**config.mk**
```make
export PLATFORM = sky130hd
export DESIGN_NAME = vpu_mem_responder
export DESIGN_NICKNAME = d
export VERILOG_FILES = /design/src/rtl/vpu_pkg.sv /design/src/rtl/vpu_mem_array.sv /design/src/rtl/vpu_mem_responder.sv
export SDC_FILE = /design/constraint.sdc
export NUM_CORES = 2
export LEC_CHECK = 0
export ABC_AREA = 1
export CAP_MARGIN = 10
export CELL_PAD_IN_SITES_DETAIL_PLACEMENT = 0
export CELL_PAD_IN_SITES_GLOBAL_PLACEMENT = 1
export CORE_UTILIZATION = 42
export CTS_BUF_LIST = sky130_fd_sc_hd__clkbuf_8 sky130_fd_sc_hd__clkbuf_16
export CTS_CLUSTER_DIAMETER = 100
export DETAILED_ROUTE_END_ITERATION = 10
export HOLD_SLACK_MARGIN = 0.02
export PLACE_DENSITY_LB_ADDON = 0.25
export SLEW_MARGIN = 20
export SYNTH_ARGS = -nofsm -noshare
export SYNTH_HDL_FRONTEND = slang
export SYNTH_SLANG_ARGS = --single-unit
```
**constraint.sdc**
```tcl
create_clock -name clk -period 4.5 [get_ports clk]
set_clock_uncertainty 0.1 [all_clocks]
set_input_delay 0.45 -clock clk [delete_from_list [all_inputs] [get_ports clk]]
set_output_delay 0.45 -clock clk [all_outputs]
set_load 0.1 [all_outputs]
```
**src/rtl/vpu_pkg.sv**
```systemverilog
// Shared VPU types: responder FSM states, port select, and default bus widths.
package vpu_pkg;

  localparam int VPU_DATA_W = 32;
  localparam int VPU_ADDR_W = 16;

  typedef enum logic [1:0] {
    IDLE = 2'd0,
    WAIT = 2'd1,
    RESP = 2'd2
  } vpu_mem_state_t;

  typedef enum logic {
    PORT_A = 1'b0,
    PORT_B = 1'b1
  } vpu_port_t;

endpackage

```
**src/rtl/vpu_mem_array.sv**
```systemverilog
// Flop-based word store: one synchronous write port, one combinational read port.
module vpu_mem_array
  import vpu_pkg::*;
#(
  parameter int DATA_W = VPU_DATA_W,
  parameter int DEPTH  = 32,
  parameter int IDX_W  = 5
) (
  input  logic              clk,
  input  logic              rst,
  input  logic              i_we,
  input  logic [IDX_W-1:0]  i_waddr,
  input  logic [DATA_W-1:0] i_wdata,
  input  logic [IDX_W-1:0]  i_raddr,
  output logic [DATA_W-1:0] o_rdata
);

  logic [DATA_W-1:0] r_mem [DEPTH];

  always_ff @(posedge clk) begin
    if (rst) begin
      for (int i = 0; i < DEPTH; i++) r_mem[i] <= '0;
    end else if (i_we) begin
      r_mem[i_waddr] <= i_wdata;
    end
  end

  assign o_rdata = r_mem[i_raddr];

endmodule

```
**src/rtl/vpu_mem_responder.sv**
```systemverilog
// VPU memory responder: prioritised accept of one request per idle cycle,
// fixed-latency reads, single-cycle writes, sticky error flag.
module vpu_mem_responder
  import vpu_pkg::*;
#(
  parameter int DATA_W = VPU_DATA_W,
  parameter int ADDR_W = VPU_ADDR_W,
  parameter int DEPTH  = 32,
  parameter int RD_LAT = 2
) (
  input  logic              clk,
  input  logic              rst,
  input  logic              rd_a_req,
  input  logic [ADDR_W-1:0] addr_a,
  input  logic              rd_b_req,
  input  logic [ADDR_W-1:0] addr_b,
  input  logic              wr_req,
  input  logic [ADDR_W-1:0] addr_c,
  input  logic [DATA_W-1:0] data_c,
  output logic              mem_rdy,
  output logic              mem_valid,
  output logic [DATA_W-1:0] data_a,
  output logic [DATA_W-1:0] data_b,
  output logic              err
);

  localparam int IDX_W = (DEPTH > 1) ? $clog2(DEPTH) : 1;
  localparam int CNT_W = $clog2(RD_LAT + 1);
  // One extra bit so DEPTH == 2**ADDR_W still compares correctly.
  localparam logic [ADDR_W:0] LP_DEPTH = (ADDR_W + 1)'(DEPTH);

  vpu_mem_state_t    r_state, w_state_nxt;
  vpu_port_t         r_port, w_load_port;
  logic [CNT_W-1:0]  r_cnt, w_cnt_nxt;
  logic [DATA_W-1:0] r_cap, r_data_a, r_data_b;
  logic              r_err;

  logic              w_idle, w_acc_wr, w_acc_a, w_acc_b, w_acc_rd;
  logic              w_rd_inr, w_wr_inr, w_drop, w_err_set, w_load;
  logic [ADDR_W-1:0] w_rd_addr;
  logic [DATA_W-1:0] w_arr_rdata, w_rd_word, w_load_data;

  assign w_idle   = (r_state == IDLE);
  assign w_acc_wr = w_idle & wr_req;
  assign w_acc_a  = w_idle & ~wr_req & rd_a_req;
  assign w_acc_b  = w_idle & ~wr_req & ~rd_a_req & rd_b_req;
  assign w_acc_rd = w_acc_a | w_acc_b;

  assign w_rd_addr = w_acc_a ? addr_a : addr_b;
  assign w_rd_inr  = ({1'b0, w_rd_addr} < LP_DEPTH);
  assign w_wr_inr  = ({1'b0, addr_c} < LP_DEPTH);
  assign w_rd_word = w_rd_inr ? w_arr_rdata : '0;

  assign w_drop    = w_idle & ((wr_req & (rd_a_req | rd_b_req)) | (rd_a_req & rd_b_req));
  assign w_err_set = w_drop | (w_acc_wr & ~w_wr_inr) | (w_acc_rd & ~w_rd_inr);

  vpu_mem_array #(
    .DATA_W (DATA_W),
    .DEPTH  (DEPTH),
    .IDX_W  (IDX_W)
  ) u_array (
    .clk     (clk),
    .rst     (rst),
    .i_we    (w_acc_wr & w_wr_inr),
    .i_waddr (addr_c[IDX_W-1:0]),
    .i_wdata (data_c),
    .i_raddr (w_rd_addr[IDX_W-1:0]),
    .o_rdata (w_arr_rdata)
  );

  always_comb begin
    w_state_nxt = r_state;
    w_cnt_nxt   = r_cnt;
    w_load      = 1'b0;
    w_load_data = r_cap;
    w_load_port = r_port;
    case (r_state)
      IDLE: begin
        if (w_acc_rd) begin
          if (RD_LAT == 1) begin
            // Single-cycle latency bypasses the capture register.
            w_state_nxt = RESP;
            w_load      = 1'b1;
            w_load_data = w_rd_word;
            w_load_port = w_acc_a ? PORT_A : PORT_B;
          end else begin
            w_state_nxt = WAIT;
            w_cnt_nxt   = CNT_W'(RD_LAT - 1);
          end
        end
      end
      WAIT: begin
        w_cnt_nxt = r_cnt - CNT_W'(1);
        if (r_cnt == CNT_W'(1)) begin
          w_state_nxt = RESP;
          w_load      = 1'b1;
        end
      end
      RESP:    w_state_nxt = IDLE;
      default: w_state_nxt = IDLE;
    endcase
  end

  always_ff @(posedge clk) begin
    if (rst) begin
      r_state  <= IDLE;
      r_cnt    <= '0;
      r_err    <= 1'b0;
      r_data_a <= '0;
      r_data_b <= '0;
    end else begin
      r_state <= w_state_nxt;
      r_cnt   <= w_cnt_nxt;
      if (w_err_set) r_err <= 1'b1;
      if (w_load && (w_load_port == PORT_A)) r_data_a <= w_load_data;
      if (w_load && (w_load_port == PORT_B)) r_data_b <= w_load_data;
    end
  end

  // Read data is sampled at acceptance; it needs no reset.
  always_ff @(posedge clk) begin
    if (w_acc_rd) begin
      r_cap  <= w_rd_word;
      r_port <= w_acc_a ? PORT_A : PORT_B;
    end
  end

  assign mem_rdy   = w_idle;
  assign mem_valid = (r_state == RESP);
  assign data_a    = r_data_a;
  assign data_b    = r_data_b;
  assign err       = r_err;

endmodule

```
# After elaboration in Yosys (flattened, before gate mapping)
# Memories as Yosys holds them, arrays and structs flattened. A register that Yosys moved wholly into a read port is not among the register bits.
# Cells that the tools add are included.
# W data, S select, Z words.
totals:
  ram_bits: 1024
  register_bits: 70
  mem_count: 1
  input_bits: 85
mem_list:
  columns: ["memory", "depth", "word_bits", "rd", "rd_clocked_by_memory_dff", "wr", "line_no", "rtl"]
  rows:
  - ["u_array.r_mem", 32, 32, 1, 1, 32, "vpu_mem_array.sv:18", "logic [DATA_W-1:0] r_mem [DEPTH];"]
op_classes:
  n_mux: 16
  n_reduce_logical: 8
  eq_ne: 5
  n_bitwise: 21
  n_addsub: 1
  order_cmp: 2
op_table:
  columns: ["operator", "n"]
  rows:
  - ["$lt A16 B6 Y1 const B", 2]
  - ["$mux W32", 1]
  - ["$reduce_or A32 Y1", 1]
  - ["$mux W16", 1]
  - ["$and A1 B1 Y1", 11]
  - ["$mux W1", 9]
  - ["$pmux W2 S2", 2]
  - ["$mux W5", 1]
  - ["$not A1 Y1", 5]
  - ["$or A1 B1 Y1", 5]
  - ["$eq A2 B1 Y1 const B", 2]
  - ["$mux W2", 2]
  - ["$reduce_and A2 Y1", 2]
  - ["$eq A2 B2 Y1 const B", 1]
  - ["$logic_and A1 B1 Y1", 2]
  - ["$logic_not A2 Y1", 1]
  - ["$ne A2 B1 Y1 const B", 1]
  - ["$ne A2 B2 Y1 const B", 1]
  - ["$reduce_bool A2 Y1", 1]
  - ["$sub A2 B1 Y2 const B", 1]
  - ["$logic_not A1 Y1", 1]

# Depth between registers and ports, before layout
logic_depth:
  ltp_word: 8
  mapped_depth: 15
  ltp_nobuf: 12

# Modules after synthesis
# From an unflattened synthesis, not the netlist that was laid out.
unflattened:
  hier_cells: 5264
  hier_area_um2: 50942.6
modules_own_cells:
  columns: ["mod", "area_each_um2", "cells_each", "n_inst"]
  rows:
  - ["vpu_mem_array", 46659.8, 4789, 1]
  - ["vpu_mem_responder", 4282.9, 475, 1]

# Worst setup path after synthesis
# Ideal clock, no wire load.
synth_path:
  path_kind: "flip-flop to flip-flop"
  from: "reg r_state[1]"
  to: "reg r_state[0]"
  setup_slack_ns: 1.166
  arrival_ns: 3.148
  stages_incl_launch_ff: 8
  setup_time_ns: 0.086
  path_buffers: 0
  required_time_ns: 4.314
  cell_sequence: "dfxtp_1 nor2_4 o21ai_0 nor2_1 inv_1 nand2_1 inv_1 a211oi_1"
synth_between:
  elab_chain_cells: 7
synth_lines:
  columns: ["item", "line_no", "rtl"]
  rows:
  - ["start: declaration", "vpu_mem_responder.sv:32", "vpu_mem_state_t r_state, w_state_nxt;"]
  - ["start signal: assignment", "vpu_mem_responder.sv:112", "r_state <= w_state_nxt;"]
  - ["$logic_not A2 Y1 (*)", "vpu_mem_responder.sv:43", "assign w_idle = (r_state == IDLE);"]
  - ["named net mem_rdy", "vpu_mem_responder.sv:20", "output logic mem_rdy,"]
  - ["$and A1 B1 Y1 (*)", "vpu_mem_responder.sv:45, vpu_mem_responder.sv:46", null]
  - ["$and A1 B1 Y1 (2 in series)", "vpu_mem_responder.sv:46", "assign w_acc_b = w_idle & ~wr_req & ~rd_a_req & rd_b_req;"]
  - ["$or A1 B1 Y1 (*)", "vpu_mem_responder.sv:47", "assign w_acc_rd = w_acc_a | w_acc_b;"]
  - ["named net w_acc_rd", "vpu_mem_responder.sv:38", "logic w_idle, w_acc_wr, w_acc_a, w_acc_b, w_acc_rd;"]
  - ["$ne A2 B1 Y1 (no source line) (*)", null, null]
  - ["$reduce_and A2 Y1 (no source line) (*)", null, null]
# The timed path passes the listed nets; every way through them passes the cells marked *.
# A chain may end at the register's enable or synchronous reset.

# Final worst setup path
layout_path:
  from: "reg r_state[1]"
  to: "reg r_cap[1] (read register of u_array.r_mem), data pin"
layout_between:
  elab_chain_cells: 6
layout_lines:
  columns: ["item", "line_no", "rtl"]
  rows:
  - ["$logic_not A2 Y1 (*)", "vpu_mem_responder.sv:43", null]
  - ["$and A1 B1 Y1 (*)", "vpu_mem_responder.sv:45, vpu_mem_responder.sv:46", null]
  - ["$and A1 B1 Y1", "vpu_mem_responder.sv:45", "assign w_acc_a = w_idle & ~wr_req & rd_a_req;"]
  - ["$mux W16", "vpu_mem_responder.sv:49", "assign w_rd_addr = w_acc_a ? addr_a : addr_b;"]
  - ["$lt A16 B6 Y1", "vpu_mem_responder.sv:50", "assign w_rd_inr = ({1'b0, w_rd_addr} < LP_DEPTH);"]
  - ["$logic_not A1 Y1 (no source line)", null, null]
  - ["end: declaration", "vpu_mem_responder.sv:35", "logic [DATA_W-1:0] r_cap, r_data_a, r_data_b;"]
# Mark *: on every way between the ends. The rest lies on a longest branch, timed or not.

==> metrics.md <==
| Metric | Value |
|---|---|
| Total Routing Usage GR | `around a quarter` |
| Core region area | `126100 um2` |
| CP bufs+invs | `2` |
| Count leader, synth | `nor2_1` |
| Crit start category | `flop` |
| P per Cell Area | `408.1 nW/um2` |
| Setup TNS Final | `0 ps` |
| Nets | `between 6000 and 7000` |
| Maxcap violations | `0` |
| # rows | `between 100 and 150` |
| Netlist Area Pre-Place | `around 54000 um2` |
| Dpl hpwl | `slightly below 100 mm` |
| Synth top area share | `between 50% and 60%` |
| Antenna violations before repair | `6` |
| Synth Net Count | `6121` |
| Total Wirelength | `roughly 170 mm` |
| Status | `complete, no violations` |
| Pwr Total | `about 25 mW` |
| # Post-CTS Setup Buffers | `0` |
| Reg2reg path depth | `11` |
| Post-placement cell area | `roughly 57000 um2` |
| DIE AREA | `128900 um2` |
| WHS Path Cells | `2` |
| Port Buf Inserts | `about 150` |
| Design area | `slightly above 60000 um2` |
| Min-Delay Path Class | `input pin to flop` |
| Crit-path max cell delay | `~450 ps` |
| Post-CTS Resized | `0` |
| Vias in the first global route | `between 30000 and 40000` |
| Initial DRC Count | `slightly above 4000` |
| Initial Util | `42.48%` |
| Most frequent CP cell | `nand3_1` |
| Crit Reg-Reg Startpoint | `r_state[1]` |
| Top-Level Pins | `~150` |
| Layout cell share with drive strength beyond 1 | `6.011%` |
| Worst-path cell chain | `nor2_4 -> nand2_4 -> o21ai_4 -> buf_12 -> buf_12 -> nand3_1 -> nand3_1 -> nand3_1 -> nand3_1 -> nand2_1 -> nor2_1` |
| Synth Instances | `~6000` |
| Worst Path Required | `between 4000 and 5000 ps` |
| Area Growth Syn to Fin | `13.94%` |
| Maximum vdd drop | `roughly 0.33 mV` |
| Final setup vio count | `0` |
| Cell family with most CP delay | `simple AND/OR/NAND/NOR gates` |
| WHS | `approximately 330 ps` |
| Relative slew slack | `between 20 and 30%` |
| Fillers | `approximately 12000` |
| Post-route minimum period | `3497 ps` |
| Post-synthesis sequential area ratio | `between 60% and 70%` |
| Vias per std cell | `between 5 and 6` |
| Cts hold-fix bufs | `0` |
| Avg WL per Cell | `around 21 um` |
| Critical-path top delay cell | `o21ai_4` |
| Synth area leaders | `edfxtp_1 (59%), nand3_1 (9.0%), nor2_1 (8.7%)` |
| Drt drc | `0` |
| Cell taking the most area after synthesis | `edfxtp_1` |
| Worst EP arrival | `around 4000 ps` |
| Max frequency | `around 290 MHz` |
| Ys flop type | `edfxtp_1` |
| Number of synthesized flops with an enable pin | `1057` |
| Setup CP Type | `flop to flop` |
| Worst-Margin Slew | `around 1100 ps` |
| Synth Warn # | `0` |
| Clock buffer depth | `3` |
| Final Max Slew Viols | `0` |
| Final worst-path cycle share | `between 70% and 80%` |
| Final hold violation count | `0` |
| Worst Setup End Kind | `flop` |
| Mean Syn Cell Area | `between 8 and 9 um2` |
| Hold Path Origin | `rst` |
| Largest net degree at the start of global routing | `around 130` |
| Fraction of registers with async set or reset after synthesis | `0%` |
| Lkg Pwr | `approximately 27 nW` |
| Vias post-DR | `approximately 40000` |
| RSZ-0062 raised after global routing | `no` |
| First-pass GRT wire length | `roughly 250 mm` |
| Flop2flop setup slack | `around 1000 ps` |
| FF-to-FF End | `r_cap[1]` |
| GP Congestion | `slightly above 0.8` |
| Crit-path max FO | `59` |
| Synth cell count leaders | `nor2_1 (1237), edfxtp_1 (1057), inv_1 (1049)` |
| Clock Sink Count | `approximately 1100` |
| Hold Crit Endpoint | `err` |
| Clock Latency Late Sink | `750 ps` |
| Clk pin slew, worst setup/hold paths | `about 60 ps` |
| Chip height | `around 360 um` |
| Total grt overflow | `0` |
| Htree depth | `4` |
| CTS tree | `built` |
| Die Width | `approximately 360 um` |
| Synth cell types | `30` |
| Number of synthesized register bits | `around 1100` |
| Final ANT Viol Nets | `0` |
| Root buffer cell | `clkbuf_16` |
| Total CTS buffers | `130` |
| Initial DRT Pass Iterations | `6` |
## metrics by stage
step | std cells | setup WS [ps] | utilization [%]
floorplan | 6035 | 1166 | -
global placement | 7571 | 409.9 | 45.23
detailed placement | 7571 | 406.5 | 45.23
CTS | 7805 | 1054 | 48.40
global route | 7805 | 936.7 | 48.40
finish | 7806 | 1003 | 48.40
## cells in the final DEF, fill, tap and decap left out, types with 2 or more instances in the layout
| master | synthesis | routed |
|---|---|---|
| nor4_1 | 5 | 5 |
| nand2_8 | 0 | 2 |
| nor2_1 | 1237 | 1235 |
| o211ai_1 | 65 | 65 |
| a21oi_1 | 35 | 35 |
| clkinv_1 | 0 | 30 |
| nand3_2 | 1 | 2 |
| nor3_1 | 4 | 4 |
| clkinv_8 | 0 | 3 |
| nand2_1 | 1010 | 1006 |
| edfxtp_1 | 1057 | 1057 |
| clkdlybuf4s50_1 | 0 | 151 |
| nand4_1 | 4 | 4 |
| o21ai_4 | 0 | 4 |
| nor2_4 | 2 | 3 |
| clkbuf_16 | 0 | 134 |
| nand2_2 | 3 | 3 |
| clkbuf_8 | 0 | 3 |
| bufinv_16 | 0 | 5 |
| o21ai_0 | 65 | 65 |
| nand3_1 | 965 | 963 |
| buf_12 | 0 | 32 |
| dfxtp_1 | 69 | 69 |
| inv_6 | 0 | 8 |
| nand2_4 | 1 | 3 |
| inv_2 | 3 | 3 |
| buf_4 | 3 | 153 |
| clkinv_2 | 0 | 7 |
| inv_1 | 1049 | 1091 |
## logic make-up after synthesis
| group | count (synthesis) | share of synthesized area (%) |
|---|---|---|
| AO/OA/AOI/OAI | 172 | 1.942 |
| adder cells (fa/ha/maj) | 1 | 0.02336 |
| buffers and inverters | 1502 | 11.13 |
| flip-flops | 1126 | 61.85 |
| AND/OR/NAND/NOR | 3234 | 25.05 |
## area by class of cell
type	instances	area, um2	share of cell area, %
flip-flops and latches	1126	33120	54.29
multi-input cells	3407	14580	23.89
inverters	1052	3951	6.476
clock buffers	137	3395	5.564
repair buffers	336	3301	5.410
well taps	1650	2064	3.384
clock inverters	97	598.1	0.9803
diodes	1	2.502	0.004102
## state kept, by name, summed over array words and instances (netlist names)
name           cells
data_a            32
data_b            32
err                1
r_cap             32
r_cnt              2
r_port             1
r_state            2
u_array.r_mem   1024
## power by group
group	internal, mW	leakage, nW	switching (mW)
logic	0.820	13.0	2.19
registers	11.8	11.5	0.128
clock network	5.72	2.12	4.27
## per-layer routing
metal | global-route usage [%] | wire (um) | up-vias
li1 | - | - | 19130
met1 | 35.87 | 72230 | 19347
met2 | 41.33 | 77630 | 1518
met3 | 3.803 | 12240 | 224
met4 | 7.708 | 4272 | 6
met5 | 0 | 46 | -
## worst max path at each step
| stage | startpoint | slack (ps) | cells past startpoint | end |
|---|---|---|---|---|
| 2_1_floorplan | r_state[1] | 1170 | 7 | r_state[0] |
| 3_3_place_gp | wr_req | 410 | 12 | r_cap[5] |
| 3_5_place_dp | wr_req | 410 | 12 | r_cap[1] |
| 4_1_cts | r_state[1] | 1050 | 11 | r_cap[1] |
| 5_1_grt | r_state[1] | 940 | 11 | r_cap[1] |
| 6_report | r_state[1] | 1000 | 11 | r_cap[1] |
(Power assumes the default switching activity.)
